$ cat src/rtl/bt_cmd_ctrl.sv
// Remote-command decoder for the car audio path: maps ASCII command bytes to
// volume, song, mute and play state, rate-limited by a hold-off window.
module bt_cmd_ctrl #(
    parameter int VOL_W      = 2,
    parameter int VOL_MAX    = 3,
    parameter int VOL_INIT   = 3,
    parameter int SONG_W     = 4,
    parameter int SONG_COUNT = 8,
    parameter int SONG_INIT  = 1,
    parameter int HOLDOFF    = 100000000
) (
    input  logic              clk,
    input  logic              rst_n,
    input  logic [7:0]        rx_data,
    input  logic              rx_valid,
    output logic [VOL_W-1:0]  vol,
    output logic [SONG_W-1:0] song,
    output logic              mute,
    output logic              playing,
    output logic              busy,
    output logic              cmd_ack,
    output logic              cmd_drop
);

    localparam int CNT_W = $clog2(HOLDOFF + 1);
    localparam logic [CNT_W-1:0]  HOLD_LOAD = CNT_W'(HOLDOFF - 1);
    localparam logic [VOL_W:0]    VOL_TOP   = (VOL_W + 1)'(VOL_MAX);
    localparam logic [SONG_W:0]   SONG_LAST = (SONG_W + 1)'(SONG_COUNT - 1);

    typedef enum logic {
        IDLE = 1'b0,
        HOLD = 1'b1
    } state_t;

    state_t            state, state_next;
    logic [CNT_W-1:0]  cnt, cnt_next;
    logic [VOL_W-1:0]  vol_next;
    logic [SONG_W-1:0] song_next;
    logic              mute_next, playing_next, ack_next, drop_next;
    logic              recognised;
    logic [VOL_W:0]    vol_ext;
    logic [SONG_W:0]   song_ext;

    assign recognised = rx_valid && (rx_data >= 8'h31) && (rx_data <= 8'h36);
    assign vol_ext    = {1'b0, vol};
    assign song_ext   = {1'b0, song};
    assign busy       = (state == HOLD);

    always_ff @(posedge clk or negedge rst_n) begin
        if (!rst_n) begin
            state    <= IDLE;
            cnt      <= '0;
            vol      <= VOL_W'(VOL_INIT);
            song     <= SONG_W'(SONG_INIT);
            mute     <= 1'b0;
            playing  <= 1'b1;
            cmd_ack  <= 1'b0;
            cmd_drop <= 1'b0;
        end else begin
            state    <= state_next;
            cnt      <= cnt_next;
            vol      <= vol_next;
            song     <= song_next;
            mute     <= mute_next;
            playing  <= playing_next;
            cmd_ack  <= ack_next;
            cmd_drop <= drop_next;
        end
    end

    always_comb begin
        state_next   = state;
        cnt_next     = cnt;
        vol_next     = vol;
        song_next    = song;
        mute_next    = mute;
        playing_next = playing;
        ack_next     = 1'b0;
        drop_next    = 1'b0;
        case (state)
            IDLE: begin
                if (recognised) begin
                    ack_next   = 1'b1;
                    cnt_next   = HOLD_LOAD;
                    state_next = HOLD;
                    case (rx_data)
                        8'h31: if (vol_ext < VOL_TOP) vol_next = vol + VOL_W'(1);
                        8'h32: if (vol_ext != '0) vol_next = vol - VOL_W'(1);
                        8'h33: song_next = (song_ext == '0) ? SONG_LAST[SONG_W-1:0]
                                                            : song - SONG_W'(1);
                        8'h34: song_next = (song_ext >= SONG_LAST) ? '0
                                                                   : song + SONG_W'(1);
                        8'h35: mute_next = ~mute;
                        default: playing_next = ~playing;
                    endcase
                end
            end
            HOLD: begin
                // Commands arriving in hold-off, including on the final edge, are only reported.
                drop_next = recognised;
                if (cnt == '0) state_next = IDLE;
                else           cnt_next   = cnt - CNT_W'(1);
            end
            default: state_next = IDLE;
        endcase
    end

endmodule

$ cat config.mk
export PLATFORM = sky130hd
export DESIGN_NAME = bt_cmd_ctrl
export DESIGN_NICKNAME = d
export VERILOG_FILES = /design/src/rtl/bt_cmd_ctrl.sv
export SDC_FILE = /design/constraint.sdc
export NUM_CORES = 1
export LEC_CHECK = 0
export ABC_AREA = 1
export BUFFER_PORTS_ARGS = -buffer_cell sky130_fd_sc_hd__buf_2
export CORE_MARGIN = 3
export CORE_UTILIZATION = 39
export DETAILED_ROUTE_END_ITERATION = 12
export GPL_TIMING_DRIVEN = 0
export SETUP_SLACK_MARGIN = 0.15
export SKIP_CTS_REPAIR_TIMING = 1
export SLEW_MARGIN = 10
export SYNTH_ARGS = -nofsm -noshare
export SYNTH_HDL_FRONTEND = slang
export SYNTH_SLANG_ARGS = --single-unit
$ cat constraint.sdc
create_clock -name clk -period 4.54 [get_ports clk]
set_clock_uncertainty 0.2 [all_clocks]
set_input_delay 0.681 -clock clk [delete_from_list [all_inputs] [get_ports clk]]
set_output_delay 0.681 -clock clk [all_outputs]
set_load 0.03 [all_outputs]
Word level (Yosys, flattened, before mapping)

Cells that the tools add are included.

Output and inout bits: 11
Flip-flop bits (word level): 38
Bits in read-only memories: 0
Input port bits: 11
Word-level logic and storage cells: 57
Memory bits (writable): 0
Latch bits: 0
Memories kept: 0

Multipliers: 0
Muxes and demuxes: 14
Shifts and indexed selects: 0
Equal/unequal tests: 9
Reductions and logical operators: 13
Bitwise gates (word level): 4
$add $sub $neg: 5
Div/mod/pow operators: 0
$lt $le $gt $ge: 4

Operators by type and width:

| operator              | count |
|---|---|
| $mux 27               | 2 |
| $pmux 27 s2           | 1 |
| $eq 8x6->1 const B    | 5 |
| $logic_not 27->1      | 1 |
| $sub 27x1->27 const B | 1 |
| $reduce_and 3->1      | 3 |
| $ge 8x6->1 const B    | 1 |
| $le 8x6->1 const B    | 1 |
| $mux 4                | 2 |
| $ne 2x2->1 const B    | 4 |
| $pmux 4 s2            | 1 |
| $logic_not 5->1       | 1 |
| $reduce_and 5->1      | 1 |
| $reduce_or 5->1       | 1 |
| $add 4x1->4 const B   | 1 |
| $ge 4x3->1 const B    | 1 |
| $mux 1                | 4 |
| $mux 2                | 2 |
| $not 1->1             | 4 |
| $pmux 2 s2            | 1 |
| $reduce_bool 2->1     | 2 |
| $sub 4x1->4 const B   | 1 |
| $reduce_bool 3->1     | 1 |
| $add 2x1->2 const B   | 1 |
| 5 further kinds       | 6 |

Logic depth before layout (Yosys ltp)

Gate-level depths: netlist (run 1).

Word-level depth: 5
Gate-level depth with buffers: 11

Worst setup path after synthesis (run 1)

Ideal clock, no wire load.

Kind: reg2reg
Start: reg cnt[0]
End: reg cnt[0]
Buffers on the path: 2
Slack: 2523 ps
Period minus slack after synthesis: 2017 ps
Cell stages (with the launch flop): 12
Arrival time: 1697 ps
Data required time: 4221 ps
Cells stage by stage: dfrtp_1 -> inv_1 -> ha_1 -> nand2_2 -> nor2_4 -> nand2_2 -> o21ai_2 -> nand2_2 -> buf_6 -> buf_8 -> o21ai_2 -> nand2_1

Longest elaborated chain between the ends: 3
Elaborated cells between the ends (all ways): 6
Classes of those cells: add/sub: 1; eq/ne: 1; mux: 2; reduce/logical: 2

Ends and longest elaborated chain:

| element                                           | line     | source |
|---|---|---|
| from (decl)                                       | 36       | `logic [CNT_W-1:0] cnt, cnt_next;` |
| from (signal assigned)                            | 61       | `cnt <= cnt_next;` |
| $sub 27x1->27 or $logic_not 27->1 (tied branches) | 102, 101 |  |
| $mux 27 or $ne 2x2->1 (tied branches)             | n/a      |  |
| $pmux 27 s2 or $reduce_and 2->1 (tied branches)   | n/a      |  |

Parallel ways exist; a longest one is shown, timed or not. The select of a mux whose other input is x is not followed.
A chain may end at the register's enable or synchronous reset.

Worst setup path in the final report (run 1)

Ends and elaborated chain as after synthesis.

==> results.py, run 1 <==
metrics = {
    "outcome": {
        "outcome": "completed",
    },
    "synthesis": {
        "synth-simple-area-share_pct": 41.9,
        "synth_top_family_by_area": "simple AND/OR/NAND/NOR gates",
        "synth_cells": 396,
        "syn_area_per_cell_sq_um": 6.70,
        "synth_common_cells": "nand2_1 (135), nor2_1 (60), inv_1 (38)",
        "synth-xor-area-share_pct": 4.29,
        "synth_cell_type_count": 29,
        "ys_ff_latch": 38,
        "yosysWarnings": 0,
        "synth_most_common_cell": "nand2_1",
        "synth_compound_area_share_pct": 8.49,
        "ys.flop_type": "dfrtp_1",
        "synth_edf_count": 0,
        "synthMuxAreaShare_pct": 0,
        "synth.area.top_cells": "dfrtp_1 (32%), nand2_1 (19%), nor2_1 (8.5%)",
        "synth_top_area_share_pct": 32.1,
        "yosys.area.top_type": "dfrtp_1",
        "yosys.area_share.adder_pct": 1.41,
        "synth_fp_nets": 410,
        "netlist_area_sq_mm": 0.00265,
        "synth_seq_area_share_pct": 36.0,
        "synthArstFlopShare_pct": 100,
    },
    "sta": {
        "slew_viol_final": 0,
        "setup_violations": 0,
        "hold_viol": 0,
        "timing.fmax_mhz": 421,
        "min_period_ns": 2.38,
        "tightest_slew_ns": 0.890,
        "rsz0062_at_grt": "no",
        "max_slew_margin_pct": 40.6,
        "setup_tns_ns": 0,
        "fin_crit_sh_pct": 52.3,
    },
    "final_layout": {
        "fillers": 680,
        "nNetsFinal": 438,
        "diodes": 0,
        "layout-drive-gt1-share_pct": 15.5,
        "multiInputGateArea_sq_mm": 0.00149,
        "seq_area_sq_um": 956,
        "final_area_sq_mm": 0.00295,
        "syn_to_final_growth_pct": 11.0,
    },
    "worst_hold_path": {
        "min_delay_path_depth": 2,
        "whs_endpoint": "vol[1]",
        "hp-start": "vol[1]",
        "min_path_type": "flip-flop to flip-flop",
    },
    "placement": {
        "dpl_cell_area_sq_mm": 0.00286,
        "gp_congestion": 0.874,
        "dpl.hpwl_mm": 4.91,
        "io_buffers": 21,
    },
    "routing": {
        "viasPerCell": 5.04,
        "wl_per_cell_um": 12.9,
        "wl_mm": 6.47,
        "drtPass1Iterations": 4,
        "vias": 2532,
        "ant_nets": 0,
        "drt_iter0_markers": 123,
        "post-route-drc-count": 0,
    },
    "critical_path": {
        "rr_worst_depth": 11,
        "worstPathRequired_ns": 4.52,
        "rr_startpoint": "cnt[0]",
        "rrSetupSlack_ns": 2.16,
        "crit_path_max_fanout": 10,
        "r2r-end": "cnt[0]",
        "worstPathArrival_ns": 2.36,
        "end_kind": "flip-flop",
        "criticalPathCategory": "flip-flop to flip-flop",
        "startpoint_type": "flip-flop",
    },
    "grt": {
        "overflow": 0,
        "grt_pass1_wl_mm": 11.4,
        "grt_max_degree": 39,
        "antenna_found_initial": 0,
        "grt_pass1_vias": 2444,
        "grt_use_total_pct": 18.7,
    },
    "clock_tree": {
        "cts.clk_slew.worst_paths_ns": 0.07,
        "tritoncts": "built",
        "clkSinkCount": 38,
        "htreeDepth": 2,
        "clkLatencyLatePin_ns": 0.30,
        "clk_path_buf_depth": 2,
        "cts_buffers": 5,
        "cts_root_buf": "clkbuf_8",
    },
    "power": {
        "peakVddDrop_uv": 101,
        "power.density_mw_per_mm2": 208,
        "p_leak_uw": 0.00144,
    },
    "floorplanning": {
        "rows": 29,
        "dieArea_sq_mm": 0.00783,
        "die_w_um": 88.5,
        "ios": 22,
        "core_region_area_sq_mm": 0.00646,
        "chipHeight_um": 88.5,
        "initial_core_util_pct": 41.1,
    },
    "flow_run": {
        "maxCapViolCount": 0,
    },
}
## per-layer routing
metal	global-route usage, %	share of wire [%]	vias up
met5	0	0	-
met4	6.32	1.6	0
met3	2.89	3.3	9
met2	30.9	47	44
met1	24.9	48	1165
li1	-	-	1314
## kinds of logic (layout without fill, tap and decap cells)
| group | after synthesis | in the layout |
|---|---|---|
| DFF | 38 | 38 |
| buffers and inverters | 47 | 76 |
| adders and majority gates | 3 | 3 |
| AOI/OAI and AO/OA | 35 | 35 |
| and+or+nand+nor | 260 | 260 |
| xor gates and xnor gates | 13 | 13 |
## cells in the final DEF, fill, tap and decap left out, drive strengths merged
master	Yosys	routed
nand3	36	36
nor2	69	69
o21ai	29	29
a21boi	1	1
ha	3	3
nand4	12	12
nor3	2	2
xor2	9	9
a21oi	4	4
clkinv	1	2
dfstp	4	4
o211ai	1	1
or2	1	1
nand3b	1	1
nand2	139	139
inv	39	39
buf	6	27
clkbuf	1	8
xnor2	4	4
dfrtp	34	34
## registers in the layout (all words and copies together) (netlist names)
register,cells
cmd_ack,1
vol,2
busy,1
cmd_drop,1
song,4
mute,1
playing,1
cnt,27
## through the flow
step	cells	worst slack, ns	hold slack (ns)	util (%)	power (uW)
floorplan	396	2.52	0.185	-	356
finish	502	2.16	0.286	45.6	612
global placement	494	2.21	0.262	44.2	370
CTS	502	2.19	0.290	45.6	620
global route	502	2.00	0.319	45.6	639
detailed placement	494	2.19	0.278	44.2	371
## report_power, final
group,total [uW],internal [uW],leakage (uW),switching [uW]
clock network,249,123,0.0000482,126
logic,24.4,6.75,0.000948,17.7
registers,339,339,0.000441,0.0686
## worst max-delay path by stage
| stage | from | endpoint | depth (start not counted) |
|---|---|---|---|
| after global routing | cnt[0] | cnt[19] | 11 |
| after CTS | cnt[0] | cnt[10] | 11 |
| after floorplan | cnt[0] | cnt[0] | 11 |
| after detailed placement | rx_data[5] | song[2] | 8 |
| after global placement | cnt[0] | cnt[13] | 11 |
| final | cnt[0] | cnt[0] | 11 |
## critical path, stage by stage, from the launching register on
cell and delay (ns):
dfrtp_1 0.40, inv_1 0.20, ha_1 0.34, nand2_2 0.13
nor2_4 0.22, nand2_2 0.08, o21ai_2 0.17, nand2_2 0.09
buf_6 0.16, buf_8 0.16, o21ai_2 0.05, nand2_1 0.06
## final cells by class
cell class	instances	area share, %
inverter	40	5.10
buffer	7	2.00
multi-input combinational	311	50.5
clock buffer	7	2.93
tap	77	3.27
clock inverter	1	0.170
sequential	38	32.4
timing repair buffer	21	3.57
No activity file was read; power rests on OpenSTA's default activity.
==> inputs of run 2 (changes only) <==
==> constraint.sdc (replaced) <==
create_clock -name clk -period 2.4 [get_ports clk]
set_clock_uncertainty 0.2 [all_clocks]
set_input_delay 0.36 -clock clk [delete_from_list [all_inputs] [get_ports clk]]
set_output_delay 0.36 -clock clk [all_outputs]
set_load 0.03 [all_outputs]
==> run 2 against run 1 <==
- the flow now finishes with violations (negative hold slack)
- clock power up 88%
- combinational power up 90%
- utilization up 0.43 points
- sequential power up 89%
- power up 89%
- via count up 1.1%
- non-clock buffer count up 2
- worst setup slack worse by 1.8 ns
- first-iteration DRC count down 3.3%
- global-route usage unchanged
- cell count up 0.40%
- wire length up 0.63%
- largest cell class unchanged
==> results.py, run 2 (same netlist as run 1, synthesis figures left out) <==
metrics = {
    "routing": {
        "ant_nets": 0,
        "wl_mm": 6.51,
        "viasPerCell": 5.08,
        "drtPass1Iterations": 4,
        "wl_per_cell_um": 12.9,
        "drt_iter0_markers": 119,
        "vias": 2559,
        "post-route-drc-count": 0,
    },
    "sta": {
        "max_slew_margin_pct": 40.3,
        "hold_ws_ns": -0.0123,
        "setup_violations": 0,
        "slew_viol_final": 0,
        "min_period_ns": 2.05,
        "rsz0062_at_grt": "no",
        "setup_tns_ns": 0,
        "tightest_slew_ns": 0.896,
        "fin_crit_sh_pct": 85.6,
        "timing.fmax_mhz": 487,
        "hold_viol": 13,
    },
    "placement": {
        "dpl.hpwl_mm": 4.91,
        "io_buffers": 21,
        "gp_congestion": 0.874,
        "place_inst": 494,
    },
    "critical_path": {
        "startpoint_type": "flip-flop",
        "crit_top_cell": "nand2_1",
        "criticalPathCategory": "flip-flop to flip-flop",
        "worstPathRequired_ns": 2.38,
        "end_kind": "flip-flop",
        "cp_cell_sequence": "nor2_1, nand2_1, nor2_1, nand2_1, o21ai_2, nand2_2, buf_6, buf_6, nand2_1, nand2_1",
        "worstPathArrival_ns": 2.03,
        "critical-path-max-stage-delay_ns": 0.45,
        "crit_family": "simple AND/OR/NAND/NOR gates",
        "cp_slowest_cell": "dfrtp_1",
        "crit_path_max_fanout": 10,
        "path_buf_inv": 2,
    },
    "final_layout": {
        "layout_commonest_cell": "nand2_1",
        "diodes": 0,
        "reg.largest.list": "cnt x27, song x4, vol x2",
        "largest_reg_flops": 27,
        "syn_to_final_growth_pct": 12.1,
        "layout-drive-gt1-share_pct": 16.4,
        "largest_register": "cnt",
        "finalNonFillerCells": 504,
        "final_util_pct": 46.0,
        "final_cell_mix": "nand2_1 (135), nor2_1 (60), inv_1 (37)",
        "nNetsFinal": 440,
    },
    "floorplanning": {
        "ios": 22,
        "core_region_area_sq_mm": 0.00646,
        "initial_core_util_pct": 41.1,
        "chipHeight_um": 88.5,
        "dieArea_sq_mm": 0.00783,
        "rows": 29,
        "die_w_um": 88.5,
    },
    "power": {
        "peakVddDrop_uv": 191,
        "finalPower_uw": 1160,
        "power.density_mw_per_mm2": 389,
        "p_leak_uw": 0.00145,
    },
    "clock_tree": {
        "cts.clk_slew.worst_paths_ns": 0.08,
        "tritoncts": "built",
        "clkSinkCount": 38,
        "clk_path_buf_depth": 2,
        "cts_buffers": 5,
        "cts_root_buf": "clkbuf_8",
        "clkLatencyLatePin_ns": 0.30,
        "htreeDepth": 2,
    },
    "worst_hold_path": {
        "min_path_type": "input pin to asynchronous set/reset pin",
    },
    "grt": {
        "grt_pass1_vias": 2444,
        "antenna_found_initial": 0,
        "busiest_layer": "met2",
        "met2_usage_pct": 30.9,
        "gr-usage-met3_pct": 2.89,
        "overflow": 0,
        "grt_pass1_wl_mm": 11.4,
        "grtUsageMet1_pct": 24.9,
        "grt_use_total_pct": 18.7,
        "grt_max_degree": 39,
    },
    "flow_run": {
        "maxCapViolCount": 0,
    },
    "outcome": {
        "outcome": "finished with violations",
        "violations": "negative hold slack",
    },
}
## run 2: cell types whose count changed in the layout (fill, tap and decap cells not counted)
cell	delta
buf_4	+2
ha_1	-1
ha_4	+1
inv_1	-1
inv_2	+1
## run 2: final cells by class
type	instances	area, sq um
tap	77	96.3
sequential	38	956
clock inverter	1	5.00
inverter	40	150
clock buffer	7	86.3
timing repair buffer	23	120
multi-input combinational	311	1500
fill	676	3480
buffer	7	58.8
## run 2: layer usage
| layer | vias up | part of all wire, % |
|---|---|---|
| li1 | 1319 | - |
| met1 | 1172 | 47 |
| met2 | 59 | 46 |
| met3 | 9 | 4.7 |
| met4 | 0 | 1.6 |
| met5 | - | 0 |
## run 2: worst register-to-register path, stage by stage, from the launching register on
cell     delay [ns]
dfrtp_1        0.45
nor2_1         0.18
nand2_1        0.10
nor2_1         0.19
nand2_1        0.14
o21ai_2        0.18
nand2_2        0.09
buf_6          0.16
buf_6          0.15
nand2_1        0.07
nand2_1        0.05
## run 2: final timing paths
kind                              start       to  slack (ns)  cells after the start
worst min register to register   vol[1]   vol[1]        0.29                      2
worst max register to register  cnt[17]  cnt[10]        0.35                     10
min in group clk                 vol[1]   vol[1]        0.29                      2
worst max-delay path            cnt[17]  cnt[10]        0.35                     10
max in group asynchronous         rst_n   cnt[8]        1.45                      1
worst min-delay path              rst_n  cnt[18]       -0.01                      1
## run 2: stage by stage
stage	setup slack, ns	instance area [sq um]
finish	0.346	2970
global route	0.200	2970
CTS	0.0485	2950
detailed placement	0.0758	2860
global placement	0.0708	2860
floorplan	0.383	2650
## run 2: report_power, final
part	internal, uW	switching, uW	leakage [uW]
Sequential	641	0.130	0.000441
Clock	232	237	0.0000482
Combinational	12.8	33.6	0.000960
Total	886	271	0.00145
